**config.mk**
```make
export PLATFORM = sky130hd
export DESIGN_NAME = prng_req_arbiter_flat
export DESIGN_NICKNAME = d
export VERILOG_FILES = /design/src/rtl/prng_pkg.sv /design/src/rtl/prng_req_arbiter_if.sv /design/src/rtl/rr_pick.sv /design/src/rtl/prng_req_arbiter.sv /design/src/flat_wrapper.sv
export SDC_FILE = /design/constraint.sdc
export NUM_CORES = 1
export LEC_CHECK = 0
export ABC_AREA = 0
export BUFFER_PORTS_ARGS = -buffer_cell sky130_fd_sc_hd__buf_2
export CAP_MARGIN = 20
export CORE_ASPECT_RATIO = 1.2
export CORE_MARGIN = 2
export CORE_UTILIZATION = 50
export CTS_CLUSTER_SIZE = 30
export DETAILED_ROUTE_END_ITERATION = 6
export PLACE_DENSITY = 0.75
export SLEW_MARGIN = 0
export SYNTH_ARGS = -nofsm -noshare
export SYNTH_HDL_FRONTEND = slang
export SYNTH_SLANG_ARGS = --single-unit
```
**constraint.sdc**
```tcl
create_clock -name clk -period 1.8 [get_ports clk]
set_input_delay 0.27 -clock clk [delete_from_list [all_inputs] [get_ports clk]]
set_output_delay 0.27 -clock clk [all_outputs]
set_load 0.005 [all_outputs]
```
**src/rtl/prng_pkg.sv**
```systemverilog
// prng_pkg: shared constants and types for the PRNG request arbiter.
//   LCG_A, LCG_C : multiplier and increment of the LCG step (5*s + 1).
//   CNT_W        : width of the optional accepted-word counter.
//   state_t      : arbiter FSM states.
package prng_pkg;

    localparam int unsigned LCG_A = 5;
    localparam int unsigned LCG_C = 1;
    localparam int unsigned CNT_W = 16;

    typedef enum logic [1:0] {
        IDLE = 2'd0,
        SEED = 2'd1,
        BUSY = 2'd2
    } state_t;

endpackage

```
**src/rtl/prng_req_arbiter_if.sv**
```systemverilog
// prng_req_arbiter_if: requester / consumer / seed-load bundle.
//   load_seed, seed_data : seed load request and value
//   req                  : per-requester level requests
//   gnt                  : one-hot grant of the word being delivered
//   rnd_valid/rnd_ready  : delivery handshake
//   rnd_data, rnd_id     : delivered word and winning requester index
//   seed_busy            : seed load pending or executing
// master = client side (drives requests), slave = arbiter side.
interface prng_req_arbiter_if #(
    parameter int unsigned N       = 8,
    parameter int unsigned NUM_REQ = 4
);
    localparam int unsigned ID_W = $clog2(NUM_REQ);

    logic                 load_seed;
    logic [N-1:0]         seed_data;
    logic [NUM_REQ-1:0]   req;
    logic [NUM_REQ-1:0]   gnt;
    logic                 rnd_valid;
    logic [N-1:0]         rnd_data;
    logic [ID_W-1:0]      rnd_id;
    logic                 rnd_ready;
    logic                 seed_busy;

    modport master (
        output load_seed, seed_data, req, rnd_ready,
        input  gnt, rnd_valid, rnd_data, rnd_id, seed_busy
    );

    modport slave (
        input  load_seed, seed_data, req, rnd_ready,
        output gnt, rnd_valid, rnd_data, rnd_id, seed_busy
    );

endinterface

```
**src/rtl/rr_pick.sv**
```systemverilog
// rr_pick: combinational round-robin winner selection.
//   req      : request vector
//   ptr      : index of the last winner; search starts at ptr+1 with wrap
//   winner_c : index of the selected requester (0 when none)
//   found_c  : at least one request present
module rr_pick #(
    parameter int unsigned NUM_REQ = 4,
    parameter int unsigned ID_W    = $clog2(NUM_REQ)
) (
    input  logic [NUM_REQ-1:0] req,
    input  logic [ID_W-1:0]    ptr,
    output logic [ID_W-1:0]    winner_c,
    output logic               found_c
);

    logic [NUM_REQ-1:0] rot;
    logic [NUM_REQ-1:0] scan;
    int unsigned        offset;
    int unsigned        sum;

    // Rotate so bit 0 is requester ptr+1, then find the lowest set bit.
    always_comb begin
        rot    = NUM_REQ'({req, req} >> (32'(ptr) + 32'd1));
        scan   = rot;
        offset = 0;
        found_c = 1'b0;
        for (int unsigned k = 0; k < NUM_REQ; k++) begin
            if (!found_c && scan[0]) begin
                found_c = 1'b1;
                offset  = k;
            end
            scan = scan >> 1;
        end
        // ptr+1+offset is below 2*NUM_REQ, so a single wrap suffices.
        sum = 32'(ptr) + 32'd1 + offset;
        if (sum >= NUM_REQ) begin
            sum = sum - NUM_REQ;
        end
        winner_c = found_c ? ID_W'(sum) : '0;
    end

endmodule

```
**src/rtl/prng_req_arbiter.sv**
```systemverilog
// prng_req_arbiter: round-robin arbiter that hands one word of an 8-bit-style
// LCG (next = 5*s + 1 mod 2^N) to each granted requester.
//   clk       : clock, all logic on posedge
//   reset     : asynchronous active-low reset
//   bus       : prng_req_arbiter_if.slave (requests, seed load, delivery)
//   grant_cnt : saturating count of accepted words, present only when
//               PRNG_ARB_GRANT_CNT_EN is defined
// The LCG advances only when a presented word is accepted. A seed load is
// latched at any time and applied from IDLE, ahead of any request.
module prng_req_arbiter
    import prng_pkg::*;
#(
    parameter int unsigned N         = 8,
    parameter int unsigned NUM_REQ   = 4,
    parameter int unsigned SEED_INIT = 1
) (
    input  logic                clk,
    input  logic                reset,
    prng_req_arbiter_if.slave   bus
`ifdef PRNG_ARB_GRANT_CNT_EN
    ,
    output logic [CNT_W-1:0]    grant_cnt
`endif
);

    localparam int unsigned ID_W = $clog2(NUM_REQ);

    state_t               state_q, state_n;
    logic [N-1:0]         lcg_q, lcg_n;
    logic [ID_W-1:0]      ptr_q, ptr_n;
    logic                 pending_q, pending_n;
    logic [N-1:0]         seed_q, seed_n;
    logic [NUM_REQ-1:0]   gnt_q, gnt_n;
    logic                 valid_q, valid_n;
    logic [N-1:0]         data_q, data_n;
    logic [ID_W-1:0]      id_q, id_n;
    logic                 busy_q, busy_n;

    logic [ID_W-1:0]      pick_id_c;
    logic                 pick_found_c;
    logic                 accept_c;
    logic [N-1:0]         lcg_step_c;

`ifdef PRNG_ARB_GRANT_CNT_EN
    logic [CNT_W-1:0]     cnt_q, cnt_n;
`endif

    rr_pick #(
        .NUM_REQ (NUM_REQ),
        .ID_W    (ID_W)
    ) u_rr_pick (
        .req      (bus.req),
        .ptr      (ptr_q),
        .winner_c (pick_id_c),
        .found_c  (pick_found_c)
    );

    // LCG step with the product truncated to N bits.
    assign lcg_step_c = N'(N'(LCG_A) * lcg_q + N'(LCG_C));
    assign accept_c   = valid_q && bus.rnd_ready;

    // Next-state and next-output logic.
    always_comb begin
        state_n   = state_q;
        lcg_n     = lcg_q;
        ptr_n     = ptr_q;
        pending_n = pending_q;
        seed_n    = seed_q;
        gnt_n     = gnt_q;
        valid_n   = valid_q;
        data_n    = data_q;
        id_n      = id_q;
`ifdef PRNG_ARB_GRANT_CNT_EN
        cnt_n     = cnt_q;
`endif

        unique case (state_q)
            IDLE: begin
                if (bus.load_seed || pending_q) begin
                    state_n   = SEED;
                    pending_n = 1'b1;
                    if (bus.load_seed) begin
                        seed_n = bus.seed_data;
                    end
                end else if (pick_found_c) begin
                    state_n = BUSY;
                    gnt_n   = NUM_REQ'(1) << pick_id_c;
                    id_n    = pick_id_c;
                    data_n  = lcg_q;
                    valid_n = 1'b1;
                end
            end
            SEED: begin
                lcg_n     = seed_q;
                pending_n = 1'b0;
                state_n   = IDLE;
                // A load arriving here is kept for the next pass through SEED.
                if (bus.load_seed) begin
                    seed_n    = bus.seed_data;
                    pending_n = 1'b1;
                end
            end
            BUSY: begin
                if (bus.load_seed) begin
                    seed_n    = bus.seed_data;
                    pending_n = 1'b1;
                end
                if (accept_c) begin
                    gnt_n   = '0;
                    valid_n = 1'b0;
                    lcg_n   = lcg_step_c;
                    ptr_n   = id_q;
                    state_n = IDLE;
`ifdef PRNG_ARB_GRANT_CNT_EN
                    if (cnt_q != '1) begin
                        cnt_n = cnt_q + CNT_W'(1);
                    end
`endif
                end
            end
            default: begin
                state_n = IDLE;
            end
        endcase

        busy_n = pending_n || (state_n == SEED);
    end

    // State and output registers.
    always_ff @(posedge clk or negedge reset) begin
        if (!reset) begin
            state_q   <= IDLE;
            lcg_q     <= N'(SEED_INIT);
            ptr_q     <= ID_W'(NUM_REQ - 1);
            pending_q <= 1'b0;
            seed_q    <= '0;
            gnt_q     <= '0;
            valid_q   <= 1'b0;
            data_q    <= '0;
            id_q      <= '0;
            busy_q    <= 1'b0;
`ifdef PRNG_ARB_GRANT_CNT_EN
            cnt_q     <= '0;
`endif
        end else begin
            state_q   <= state_n;
            lcg_q     <= lcg_n;
            ptr_q     <= ptr_n;
            pending_q <= pending_n;
            seed_q    <= seed_n;
            gnt_q     <= gnt_n;
            valid_q   <= valid_n;
            data_q    <= data_n;
            id_q      <= id_n;
            busy_q    <= busy_n;
`ifdef PRNG_ARB_GRANT_CNT_EN
            cnt_q     <= cnt_n;
`endif
        end
    end

    assign bus.gnt       = gnt_q;
    assign bus.rnd_valid = valid_q;
    assign bus.rnd_data  = data_q;
    assign bus.rnd_id    = id_q;
    assign bus.seed_busy = busy_q;

`ifdef PRNG_ARB_GRANT_CNT_EN
    assign grant_cnt = cnt_q;
`endif

endmodule

```
**src/flat_wrapper.sv**
```systemverilog
// flat-port wrapper written by rule: the top's interface ports become plain ports
module prng_req_arbiter_flat import prng_pkg::*;
#(
    parameter int unsigned N         = 8,
    parameter int unsigned NUM_REQ   = 4,
    parameter int unsigned SEED_INIT = 1
)
  (clk, reset, bus_load_seed, bus_seed_data, bus_req, bus_rnd_ready, bus_gnt, bus_rnd_valid, bus_rnd_data, bus_rnd_id, bus_seed_busy);
  prng_req_arbiter_if #(.N(N), .NUM_REQ(NUM_REQ)) bus_i ();
  input  logic clk;
  input  logic reset;
  input wire logic [$bits(bus_i.load_seed)-1:0] bus_load_seed;
  input wire logic [$bits(bus_i.seed_data)-1:0] bus_seed_data;
  input wire logic [$bits(bus_i.req)-1:0] bus_req;
  input wire logic [$bits(bus_i.rnd_ready)-1:0] bus_rnd_ready;
  output wire logic [$bits(bus_i.gnt)-1:0] bus_gnt;
  output wire logic [$bits(bus_i.rnd_valid)-1:0] bus_rnd_valid;
  output wire logic [$bits(bus_i.rnd_data)-1:0] bus_rnd_data;
  output wire logic [$bits(bus_i.rnd_id)-1:0] bus_rnd_id;
  output wire logic [$bits(bus_i.seed_busy)-1:0] bus_seed_busy;
  assign bus_i.load_seed = bus_load_seed;
  assign bus_i.seed_data = bus_seed_data;
  assign bus_i.req = bus_req;
  assign bus_i.rnd_ready = bus_rnd_ready;
  assign bus_gnt = bus_i.gnt;
  assign bus_rnd_valid = bus_i.rnd_valid;
  assign bus_rnd_data = bus_i.rnd_data;
  assign bus_rnd_id = bus_i.rnd_id;
  assign bus_seed_busy = bus_i.seed_busy;
  prng_req_arbiter #(.N(N), .NUM_REQ(NUM_REQ), .SEED_INIT(SEED_INIT)) u_core (.clk(clk), .reset(reset), .bus(bus_i));
endmodule
```
### After elaboration in Yosys (flattened, before gate mapping)

Cells that the tools add are included.

* bits of input ports: 16
* register bits: 37
* output and inout bits: 16

* equal/unequal tests: 7
* multipliers: 1
* add/subtract/negate cells: 4
* $lt $le $gt $ge: 1
* reductions and logical operators: 19
* mux-type cells: 30
* bitwise operators: 1
* shift-type cells: 2

Operators with widths (count)
* $pmux 8 s2: 2
* $shr 8x32->4: 1
* $mux 8: 3
* $mux 2: 7
* $mux 4: 3
* $mux 1: 11
* $add 8x1->8 const B: 1
* $mul 3x8->8 const A: 1
* $pmux 4 s2: 1
* $ne 2x1->1 const B: 3
* $reduce_and 2->1: 3
* $reduce_bool 2->1: 3
* $add 3x2->4: 1
* $eq 2x1->1 const B: 2
* $ge 4x3->1 const B: 1
* $logic_and 1x1->1: 4
* $pmux 2 s2: 1
* $reduce_and 4->1: 1
* $shl 1x2->4 const A: 1
* $add 2x1->3 const B: 1
* $logic_not 1->1: 3
* $pmux 1 s3: 1
* $reduce_and 3->1: 1
* $eq 2x2->1 const B: 1
* other kinds (7): 8

### Longest topological paths before layout

* depth after elaboration: 20
* depth in mapped cells: 9

### By module

From an unflattened synthesis, not the netlist that was laid out.

* cell total of the unflattened synthesis: 191
* area total of the unflattened synthesis: 2133.3 um^2

By module, submodules not included
* prng_req_arbiter: seq. area each 929.6 um^2, cells an instance 167, area each 1969.4 um^2, instances 1
* rr_pick: seq. area each 0.0 um^2, cells an instance 24, area each 163.9 um^2, instances 1

### Least setup slack after synthesis

Ideal clock, no wire load.

* path type: reg-to-reg
* start point: register u_core.ptr_q[0]
* end point: register u_core.gnt_q[2], in the netlist u_core.bus.gnt[2]
* library setup time: 0.121 ns
* setup slack: -0.129 ns
* data required time: 1.679 ns
* buffers on the path: 1
* data arrival time: 1.808 ns
* cell stages (with the launch flop): 9
* clock period less this slack: 1.929 ns
* path through: dfstp_2 buf_2 or3_2 o221ai_1 a21oi_1 ha_1 o21ai_0 o2bb2ai_1 a32o_2

* longest elaborated chain between the ends: 20
* elaborated cells between the ends (all ways): 26
* classes of those cells: 3 x add/sub; 1 x order compare; 1 x eq/ne; 2 x shift; 12 x mux; 7 x reduce/logical

RTL lines
* start, declared: line prng_req_arbiter.sv:30 `logic [ID_W-1:0] ptr_q, ptr_n;`
* start signal, assigned: line prng_req_arbiter.sv:134 `ptr_q <= ID_W'(NUM_REQ - 1);`
* start signal, assigned: line prng_req_arbiter.sv:148 `ptr_q <= ptr_n;`
* $add 2x1->3 (*): line rr_pick.sv:23, rr_pick.sv:35
* $shr 8x32->4: line rr_pick.sv:23 `rot = NUM_REQ'({req, req} >> (32'(ptr) + 32'd1));`
* $mux 1: line rr_pick.sv:28 `if (!found_c && scan[0]) begin`
* $logic_not 1->1: line rr_pick.sv:28
* $logic_and 1x1->1: line rr_pick.sv:28
* $mux 1: line rr_pick.sv:28
* $logic_not 1->1: line rr_pick.sv:28
* $logic_and 1x1->1: line rr_pick.sv:28
* [4 not listed]
* $add 3x2->4: line rr_pick.sv:35 `sum = 32'(ptr) + 32'd1 + offset;`
* $ge 4x3->1 or $sub 2x1->2 (tied branches): line rr_pick.sv:36, rr_pick.sv:37
* $mux 2: line rr_pick.sv:36 `if (sum >= NUM_REQ) begin`
* $mux 2: line rr_pick.sv:39 `winner_c = found_c ? ID_W'(sum) : '0;`
* $shl 1x2->4: line prng_req_arbiter.sv:87 `gnt_n = NUM_REQ'(1) << pick_id_c;`
* $mux 4: line prng_req_arbiter.sv:85 `end else if (pick_found_c) begin`
* $mux 4: line prng_req_arbiter.sv:79 `if (bus.load_seed || pending_q) begin`
* $pmux 4 s2: line prng_req_arbiter.sv:77 `unique case (state_q)`
* end signal, assigned: line prng_req_arbiter.sv:151 `gnt_q <= gnt_n;`
* end, declared: line prng_req_arbiter.sv:33 `logic [NUM_REQ-1:0] gnt_q, gnt_n;`

Mark *: on every way between the ends. The rest lies on a longest branch, timed or not. The select of a mux whose other input is x is not followed.
A chain may end at the register's enable or synchronous reset.

### Final worst setup path

Ends and elaborated chain as after synthesis.

==> results_dict.tcl <==
set metrics [dict create \
    crit_path_end_kind "flip-flop" \
    grt_first_pass_wirelength_um 6920 \
    numCtsBuffers 5 \
    clock-skew-final_ps 4.301 \
    placed_cell_area_mm2 0.002376 \
    drt_iter0_markers 129 \
    required_ps 1990 \
    clk_latency_ps 290 \
    worstMarginPinSlew_ps 466.0 \
    regArea_um2 932.1 \
    slew_viol_final 0 \
    cp-start-kind "flip-flop" \
    initial_core_util_pct 51.26 \
    via_count 1651 \
    hold_buffers 0 \
    fp.dieArea_mm2 0.004534 \
    cp.arrival_ps 2000 \
    rsz0062_at_grt "true" \
    synth-simple-area-share_pct 16.73 \
    fin_cells 307 \
    crit_path_frequent_cell "a21oi_2" \
    antennaDiodeCount 0 \
    fmax_mhz 551.3 \
    die_h_um 73.36 \
    slowest_stage "dfstp_2" \
    synth.distinct_cells 50 \
    violations "negative setup slack" \
    clk_pin_slew_worst_paths_ps 70 \
    yosysWarningCount 0 \
    n_fill_cell 300 \
    utilization_pct 66.88 \
    grt_use_total_pct 20.35 \
    synth_top_area_share_pct 42.45 \
    vias_per_cell 5.378 \
    synth_fa_ha_area_share_pct 7.491 \
    syn-instance-count 198 \
    grt_remaining_overflow 0 \
    min_period_over_period_pct 100.8 \
    max-cap-violations 0 \
    comb_power_share_pct 58.3 \
    grt_pass1_vias 1556 \
    row_count 25 \
    reg2reg_setup_slack_ps -10 \
    area_growth_pct 30.46 \
    clkPwrFrac_pct 12.2 \
    synth_nets 226 \
    cts_sinks 37 \
    hold_viol_final 0 \
    dpl.hpwl_um 3023 \
    synth_top_family_by_area "compound AO/OA/AOI/OAI gates" \
    worstHoldPathType "input pin to async pin" \
    io_pins 32 \
    synthArstFlopShare_pct 100.0 \
    timing.hold.ws_ps 11.65 \
    drive_above_1_share_pct 40.71 \
    period_minus_slack_ps 1814 \
    synth_area_per_cell_um2 10.12 \
    ir_drop_uv 787.7 \
    port_buffers 31 \
    wl_um 4397 \
    ys_seq_elements 37 \
    die_w_um 61.80 \
    final_area_mm2 0.002615 \
    p_leak_nw 1.198 \
    intPower_mw 3.178 \
    drc 0 \
    antenna_found_initial 0 \
    setup_viol 1 \
    pwr-share-seq_pct 29.5 \
    path_class "flip-flop to flip-flop" \
    muxShareOfSynthArea_pct 6.679 \
    design.core.area_mm2 0.003910 \
    yosys.area.top_type "dfrtp_1" \
    critical-path-max-stage-delay_ps 570 \
    slew_headroom_pct 68.93 \
    worst_slack_ps -14.02 \
    crit_path_cell_trace "nor3b_1 -> a31oi_1 -> o221ai_2 -> a21oi_2 -> ha_2 -> a21oi_2 -> o2bb2ai_4 -> a32o_2" \
    synth-edff-count 0 \
    switching_share_pct 39.61 \
    yosys-top-cells-area "dfrtp_1 42%, nand2_1 8.4%, ha_1 7.5%" \
    grt_start_max_net_pins 38 \
    synth_xor_area_share_pct 2.185 \
    gp_congestion 0.9073 \
    outcome "finished with violations" \
    clock_path_buffers 2 \
    cts.htree.levels 2 \
    ys_seq_area_share_pct 46.38 \
    antenna_left 0 \
    synth_compound_area_share_pct 17.04 \
    firstDrtPassIters 4 \
    p_sw_mw 2.084 \
    dp_cells 297 \
    ys.flop_type "dfrtp_1" \
    critPathMaxFanout 5 \
    cts_tree "built" \
    root_buffer "clkbuf_8" \
    power.density_mw_per_mm2 2012 \
    multi_input_area_mm2 0.001152 \
    netlist_area_mm2 0.002004 \
    layout.nets 280 \
    routedWlPerCell_um 14.32 \
]
power groups by stage:
stage	combinational [mW]	sequential, mW	clock, mW
6_report	3.07	1.55	0.640
5_1_grt	3.36	1.61	0.686
4_1_cts	2.77	1.51	0.651
3_5_place_dp	2.53	1.52	0
3_3_place_gp	2.47	1.51	0
2_1_floorplan	1.65	1.49	0
logic make-up after synthesis:
family                   Yosys count
buffers and inverters             14
multiplexers                      12
AND/OR/NAND/NOR                   70
adder cells (fa/ha/maj)           12
flip-flops                        37
XOR/XNOR                           5
AO/OA/AOI/OAI                     48
registers in the layout (all words and copies together) (netlist names):
signal and cells:
u_core.bus.rnd_valid 1, u_core.bus.rnd_id 2, u_core.lcg_q 8, u_core.ptr_q 2
u_core.bus.gnt 4, u_core.bus.seed_busy 1, u_core.state_q 2, u_core.pending_q 1
u_core.bus.rnd_data 8, u_core.seed_q 8
final cells by class:
class	count	share of cell area, %
multi-input combinational	147	44.07
tap	54	2.584
timing repair buffer	55	12.97
clock inverter	1	0.1914
clock buffer	7	3.684
inverter	6	0.8612
sequential	37	35.65
routing by layer:
layer  GRT usage (%)  wire [µm]  vias to the layer above
li1                -          -                      826
met1           26.58       2024                      778
met2           33.68       2128                       41
met3           3.169        180                        6
met4           7.092         65                        0
met5               0          0                        -
cells in the final DEF, fill, tap and decap left out, drive strengths merged, types with 2 or more instances in the layout:
cell type / n
a22o: 2
a211oi: 2
nor4: 2
nand3: 3
a21oi: 7
dfrtp: 34
xor2: 3
buf: 55
o211ai: 3
or4: 2
a31oi: 7
o21ai: 9
inv: 6
clkbuf: 7
o22ai: 5
ha: 12
and3: 2
xnor2: 2
mux2: 11
dfstp: 3
nand2: 45
nor2: 7
synthesized netlist by cell type, types with 2 or more instances:
master and instances:
a22o_1 2, nand3_1 3, nor2_1 7, ha_1 12, xor2_1 3, a31oi_1 7
xnor2_1 2, a21oi_1 7, o211ai_1 3, nand2_1 45, a211oi_1 2, buf_2 5
o22ai_1 5, dfrtp_1 34, inv_1 6, dfstp_2 3, and3_1 2, o21ai_0 8
mux2_2 11
metrics by stage:
step / setup slack, ps / total power [mW] / setup TNS [ps]
floorplan: -7.258 / 3.145 / -7.258
global placement: -18.93 / 3.979 / -46.73
detailed placement: -33.53 / 4.055 / -86.26
CTS: 0.3959 / 4.933 / 0
global route: -67.25 / 5.656 / -134.3
finish: -14.02 / 5.263 / -14.02
critical path, delay by kind of cell, from the launching register on:
kind	cells	cell delay (ps)
fa+ha+maj	1	210
compound gates	6	880
simple gates	1	60
flops	1	570
timing repair:
action                     4_1_cts  5_1_grt
setup buffers                    0        2
setup endpoints to repair        3        8
resized for setup                7       13
pin swaps                        7        3
final timing paths:
kind	startpoint	end	depth (start not counted)
max	u_core.ptr_q[0]	u_core.bus.gnt[2]	8
min	reset	u_core.bus.rnd_data[7]	2
max reg2reg	u_core.ptr_q[0]	u_core.bus.gnt[2]	8
min reg2reg	u_core.bus.rnd_data[6]	u_core.bus.rnd_data[6]	2
max in group asynchronous	reset	u_core.lcg_q[0]	2
min in group clk	bus_seed_data[3]	u_core.seed_q[3]	2
Power figures use the tool's default switching activity.
